File: src/rtl/mem_arbiter.sv
// Two-master arbiter for the byte-wide SoC RAM port: registered req/gnt handshake,
// round-robin on contention, bounded tenure with lock override, one dead cycle per handover.
module mem_arbiter #(
  parameter int unsigned addr_width = 9,
  parameter int unsigned max_burst  = 16,
  parameter int unsigned cnt_width  = 5
) (
  input  logic                  clk,
  input  logic                  reset,
  input  logic                  m0_req,
  input  logic                  m0_lock,
  output logic                  m0_gnt,
  input  logic [addr_width-1:0] m0_raddr,
  input  logic [addr_width-1:0] m0_waddr,
  input  logic [7:0]            m0_data_in,
  input  logic                  m0_write,
  input  logic                  m1_req,
  input  logic                  m1_lock,
  output logic                  m1_gnt,
  input  logic [addr_width-1:0] m1_raddr,
  input  logic [addr_width-1:0] m1_waddr,
  input  logic [7:0]            m1_data_in,
  input  logic                  m1_write,
  output logic [7:0]            m_data_out,
  output logic [addr_width-1:0] mem_raddr,
  output logic [addr_width-1:0] mem_waddr,
  output logic [7:0]            mem_data_in,
  output logic                  mem_write,
  input  logic [7:0]            mem_data_out
);

  typedef enum logic [1:0] {IDLE, OWN0, OWN1, SWITCH} state_t;

  localparam logic [cnt_width-1:0] CNT_TOP = cnt_width'(max_burst - 1);

  state_t               state, state_nxt;
  logic                 next_owner, next_owner_nxt;
  logic                 last, last_nxt;
  logic [cnt_width-1:0] cnt, cnt_nxt;

  // Per-state view of the current owner and the other master
  logic owner, own_req, own_lock, oth_req, pick_req, alt_req;

  always_ff @(posedge clk) begin
    if (reset) begin
      state      <= IDLE;
      next_owner <= 1'b0;
      last       <= 1'b1;
      cnt        <= '0;
      m0_gnt     <= 1'b0;
      m1_gnt     <= 1'b0;
    end else begin
      state      <= state_nxt;
      next_owner <= next_owner_nxt;
      last       <= last_nxt;
      cnt        <= cnt_nxt;
      m0_gnt     <= (state_nxt == OWN0);
      m1_gnt     <= (state_nxt == OWN1);
    end
  end

  always_comb begin
    state_nxt      = state;
    next_owner_nxt = next_owner;
    last_nxt       = last;
    cnt_nxt        = cnt;
    owner          = (state == OWN1);
    own_req        = owner ? m1_req  : m0_req;
    own_lock       = owner ? m1_lock : m0_lock;
    oth_req        = owner ? m0_req  : m1_req;
    pick_req       = next_owner ? m1_req : m0_req;
    alt_req        = next_owner ? m0_req : m1_req;

    case (state)
      IDLE: begin
        cnt_nxt = '0;
        if (m0_req && m1_req) state_nxt = last ? OWN0 : OWN1;
        else if (m0_req)      state_nxt = OWN0;
        else if (m1_req)      state_nxt = OWN1;
      end
      OWN0, OWN1: begin
        if (!own_req) begin
          // Voluntary release wins over a preemption due in the same cycle
          last_nxt = owner;
          cnt_nxt  = '0;
          if (oth_req) begin
            state_nxt      = SWITCH;
            next_owner_nxt = ~owner;
          end else begin
            state_nxt = IDLE;
          end
        end else if (!oth_req) begin
          cnt_nxt = '0;
        end else if (cnt == CNT_TOP) begin
          if (!own_lock) begin
            state_nxt      = SWITCH;
            next_owner_nxt = ~owner;
            last_nxt       = owner;
            cnt_nxt        = '0;
          end
        end else begin
          cnt_nxt = cnt + cnt_width'(1);
        end
      end
      default: begin
        cnt_nxt = '0;
        if (pick_req)     state_nxt = next_owner ? OWN1 : OWN0;
        else if (alt_req) state_nxt = next_owner ? OWN0 : OWN1;
        else              state_nxt = IDLE;
      end
    endcase
  end

  // RAM port mux: owner passes straight through; writes never escape during reset
  always_comb begin
    mem_raddr   = '0;
    mem_waddr   = '0;
    mem_data_in = '0;
    mem_write   = 1'b0;
    case (state)
      OWN0: begin
        mem_raddr   = m0_raddr;
        mem_waddr   = m0_waddr;
        mem_data_in = m0_data_in;
        mem_write   = m0_write & ~reset;
      end
      OWN1: begin
        mem_raddr   = m1_raddr;
        mem_waddr   = m1_waddr;
        mem_data_in = m1_data_in;
        mem_write   = m1_write & ~reset;
      end
      default: ;
    endcase
  end

  assign m_data_out = mem_data_out;

endmodule

File: config.mk
export PLATFORM = sky130hd
export DESIGN_NAME = mem_arbiter
export DESIGN_NICKNAME = d
export VERILOG_FILES = /design/src/rtl/mem_arbiter.sv
export SDC_FILE = /design/constraint.sdc
export NUM_CORES = 1
export LEC_CHECK = 0
export CORE_MARGIN = 3
export CORE_UTILIZATION = 34
export DETAILED_ROUTE_END_ITERATION = 8
export PLACE_DENSITY = 0.85
export RECOVER_POWER = 50
export SETUP_SLACK_MARGIN = 0.15
export SYNTH_ARGS = -nofsm -noshare
export SYNTH_HDL_FRONTEND = slang
export SYNTH_SLANG_ARGS = --single-unit
File: constraint.sdc
create_clock -name clk -period 5.4 [get_ports clk]
set_input_delay 0.81 -clock clk [delete_from_list [all_inputs] [get_ports clk]]
set_output_delay 0.81 -clock clk [all_outputs]
set_load 0.02 [all_outputs]
==> flow_summary.html <==
<table>
<tr><th>Metric</th><th>Value</th></tr>
<tr><th colspan="2">Status</th></tr>
<tr><td>Result of the run</td><td>complete, no violations</td></tr>
<tr><th colspan="2">Power and ir drop</th></tr>
<tr><td>Ratio of total power to cell area</td><td>~380 nW/µm²</td></tr>
<tr><td>Leakage Power</td><td>a little over 0.7 nW</td></tr>
<tr><td>Peak supply drop</td><td>around 0.00019 V</td></tr>
<tr><th colspan="2">Yosys</th></tr>
<tr><td>Post-synthesis net count</td><td>approximately 220</td></tr>
<tr><td>Number of warnings reported in the yosys synthesis log</td><td>0</td></tr>
<tr><td>Post-Synthesis Cell Area</td><td>about 1200 µm²</td></tr>
<tr><td>Sequential share of the synthesized area</td><td>around a fifth</td></tr>
<tr><td>Post-synthesis cell type with the largest combined area</td><td>dfxtp_1</td></tr>
<tr><td>Synthesized flop and latch total</td><td>11</td></tr>
<tr><td>Post-synthesis cell count</td><td>149</td></tr>
<tr><td>Number of distinct library cell variants in the gate-level netlist after synthesis</td><td>40</td></tr>
<tr><td>Mean area per synthesized cell</td><td>7.80 µm²</td></tr>
<tr><td>Async S/R FF share, synth</td><td>0%</td></tr>
<tr><td>Share of the synthesized area in the top cell type</td><td>18.9%</td></tr>
<tr><td>Number of enable flip-flop cells after synthesis</td><td>0</td></tr>
<tr><td>Largest cells by area after synthesis</td><td>dfxtp_1 19%, a22oi_1 17%, nor2b_1 14%</td></tr>
<tr><td>Top flip-flop cell by instance count after synthesis</td><td>dfxtp_1</td></tr>
<tr><th colspan="2">GRT</th></tr>
<tr><td>Overall fraction of global-route tracks in use</td><td>~17%</td></tr>
<tr><td>Largest net degree at the start of global routing</td><td>35</td></tr>
<tr><td>Number of global-route vias before repair</td><td>1,255</td></tr>
<tr><td>Aggregate global routing overflow</td><td>0</td></tr>
<tr><td>Initial antenna violation count</td><td>0</td></tr>
<tr><td>Global-route wire length before repair</td><td>around 5.7 mm</td></tr>
<tr><th colspan="2">Floorplan</th></tr>
<tr><td>I/O pin cnt</td><td>roughly 110</td></tr>
<tr><td>Floorplan Core Area</td><td>roughly 3200 µm²</td></tr>
<tr><td>Initial Util</td><td>between 30 and 40%</td></tr>
<tr><td>Standard-cell rows</td><td>20</td></tr>
<tr><td>Floorplan die width</td><td>roughly 64 µm</td></tr>
<tr><td>Die Area</td><td>4160 µm²</td></tr>
<tr><td>Die boundary height</td><td>about 64 µm</td></tr>
<tr><th colspan="2">Cells and area</th></tr>
<tr><td>Area Overhead vs Synth</td><td>71.7%</td></tr>
<tr><td>Antenna cell count</td><td>0</td></tr>
<tr><td>Final layout net count</td><td>around 300</td></tr>
<tr><td>Fill count</td><td>296</td></tr>
<tr><td>Layout Cell Area excl Fill</td><td>about 2000 µm²</td></tr>
<tr><td>Proportion of layout cells with a drive suffix above 1</td><td>under 10%</td></tr>
<tr><th colspan="2">Critical path</th></tr>
<tr><td>CP Capture Type</td><td>output pin</td></tr>
<tr><td>Crit path kind</td><td>reg2out</td></tr>
<tr><td>Crit Path Max Fanout</td><td>20</td></tr>
<tr><td>Endpoint required time on the critical path</td><td>4.59 ns</td></tr>
<tr><td>WP data arrival</td><td>3.05 ns</td></tr>
<tr><td>Number of cell instances on the worst register-to-register path</td><td>6</td></tr>
<tr><td>Type of origin of the critical path</td><td>flip-flop</td></tr>
<tr><th colspan="2">CTS</th></tr>
<tr><td>CTS tree</td><td>built</td></tr>
<tr><td>Cell at the root of the clock tree</td><td>clkbuf_4</td></tr>
<tr><td>Clock buffer depth</td><td>2</td></tr>
<tr><td>Clock network latency to the later pin of the worst-skew pair</td><td>about 0.27 ns</td></tr>
<tr><td>Buffers inserted during post-CTS setup optimization</td><td>0</td></tr>
<tr><td>Level count of the clock H-tree</td><td>1</td></tr>
<tr><td>Count of instances resized after the clock tree is built</td><td>0</td></tr>
<tr><td>Clock-pin slew on the worst setup and hold paths</td><td>0.07 ns</td></tr>
<tr><td>Num Clock Sinks</td><td>11</td></tr>
<tr><td>Hold buffer count at cts</td><td>0</td></tr>
<tr><td>Cts bufs inserted</td><td>3</td></tr>
<tr><th colspan="2">Min path</th></tr>
<tr><td>Type of the worst min-delay path</td><td>reg2reg</td></tr>
<tr><td>Hold Path Stages</td><td>2</td></tr>
<tr><th colspan="2">Place</th></tr>
<tr><td>Detailed-placement wirelength estimate</td><td>roughly 2.9 mm</td></tr>
<tr><td>Cell area after placement</td><td>approximately 2000 µm²</td></tr>
<tr><td>Buffers on Ports</td><td>88</td></tr>
<tr><td>Final Wtd Congestion</td><td>between 0.8 and 0.9</td></tr>
<tr><th colspan="2">Timing</th></tr>
<tr><td>Clock period minus worst slack</td><td>roughly 3.9 ns</td></tr>
<tr><td>Max-slew violation total from the final report</td><td>0</td></tr>
<tr><td>Setup repair after global routing missed its margin</td><td>no</td></tr>
<tr><td>Setup skew after layout</td><td>between 0.006 and 0.007 ns</td></tr>
<tr><td>Setup-failing EPs final</td><td>0</td></tr>
<tr><td>Maximum clock frequency</td><td>~260 MHz</td></tr>
<tr><td>Number of endpoints with negative hold slack in the final report</td><td>0</td></tr>
<tr><td>Tcrit/Tclk final</td><td>a little over 70%</td></tr>
<tr><td>Worst-case headroom to the max-slew limit</td><td>between 30% and 40%</td></tr>
<tr><td>Setup Total Neg Slack</td><td>0 ns</td></tr>
<tr><td>Measured slew at the worst slew-check pin</td><td>~0.92 ns</td></tr>
<tr><th colspan="2">Route</th></tr>
<tr><td>Antenna violation net count after detailed routing</td><td>0</td></tr>
<tr><td>First-pass detailed-route iteration total</td><td>4</td></tr>
<tr><td>Vias per cell</td><td>~5.1</td></tr>
<tr><td>Average wire length per cell after detail routing</td><td>14.0 µm</td></tr>
<tr><td>Wire length reported by the detailed router</td><td>about 3.7 mm</td></tr>
<tr><td>Starting DRT DRC Count</td><td>78</td></tr>
<tr><td>Number of vias in the routed layout</td><td>between 1,000 and 1,500</td></tr>
<tr><td>DRC violation count after routing</td><td>0</td></tr>
<tr><th colspan="2">Job</th></tr>
<tr><td>Count of maximum capacitance violations</td><td>0</td></tr>
</table>
## logic make-up after synthesis
group           count (synthesis)  synth area share [%]
fa+ha+maj                       5                  5.38
xor+xnor                        1                 0.754
simple gates                   53                  26.4
buf+inv                        25                  11.1
mux                             4                  3.66
compound gates                 50                  33.8
flops                          11                  18.9
## critical path: stages, from the launching register on
cell and delay (ns):
dfxtp_1 0.35, inv_1 0.09, ha_1 0.60, clkbuf_1 0.61, mux2_2 0.41, and3_1 0.17
clkdlybuf4s50_1 0.53
## sequential cells by signal, summed over array words and instances, names as in the netlist
signal	count
state	2
m0_gnt	1
next_owner	1
last	1
cnt	5
m1_gnt	1
## stage by stage
step / worst slack [ns] / hold slack, ns / utilization (%) / power (mW) / cells
floorplan: 2.99 / 0.414 / - / 0.507 / 149
global placement: 2.16 / 0.425 / 63.3 / 0.707 / 262
detailed placement: 2.15 / 0.428 / 63.3 / 0.709 / 262
CTS: 1.85 / 0.438 / 64.1 / 0.770 / 266
global route: 1.37 / 0.482 / 63.3 / 0.809 / 266
finish: 1.54 / 0.433 / 63.3 / 0.751 / 266
## report_power, final
| group | switching, mW | total, mW | internal [mW] |
|---|---|---|---|
| combinational | 0.298 | 0.580 | 0.282 |
| clock | 0.0284 | 0.0571 | 0.0286 |
| sequential | 0.0138 | 0.113 | 0.0997 |
| total | 0.340 | 0.751 | 0.411 |
## synthesized netlist by cell type (all sizes together) (2+ instances only)
master,count
a211oi,3
o21bai,2
and3,2
nand3,4
nand2,9
dfxtp,11
nor2,5
clkbuf,8
buf,12
ha,5
o21ai,3
a21oi,4
a22oi,26
mux2i,2
inv,5
a31oi,2
mux2,2
nor2b,26
## layout by cell type, fill, tap and decap left out, types with 2 or more instances in the layout
| master | n |
|---|---|
| a211oi_1 | 3 |
| a21oi_1 | 4 |
| a22oi_1 | 26 |
| a31oi_1 | 2 |
| and3_1 | 2 |
| clkbuf_1 | 2 |
| clkbuf_4 | 3 |
| clkdlybuf4s50_1 | 83 |
| dfxtp_1 | 11 |
| dlygate4sd3_1 | 5 |
| ha_1 | 5 |
| inv_1 | 5 |
| mux2i_1 | 2 |
| nand2_1 | 9 |
| nand3_1 | 4 |
| nor2_1 | 5 |
| nor2b_1 | 26 |
| o21ai_0 | 3 |
| o21bai_1 | 2 |
## worst paths after layout
path                                from        end  slack [ns]
worst max-delay path            state[0]  mem_write        1.54
worst min-delay path              cnt[4]     cnt[4]        0.43
worst max register to register  state[0]     m0_gnt        2.52
worst min register to register    cnt[4]     cnt[4]        0.43
## final cells by class
| cell class | instances | area (µm²) | share of cell area [%] |
|---|---|---|---|
| flip-flops and latches | 11 | 220 | 11.0 |
| inverters | 5 | 18.8 | 0.940 |
| repair buffers | 89 | 885 | 44.3 |
| multi-input cells | 113 | 791 | 39.6 |
| clock buffers | 4 | 26.3 | 1.32 |
| well taps | 44 | 55.1 | 2.76 |
## layer usage
metal	wire length, µm	share of wire [%]	track usage [%]
met1	1520	41	19.9
met2	1730	47	28.2
met3	408	11	7.63
met5	0	0	0
met4	55	1.5	5.80
Power figures use the tool's default switching activity.
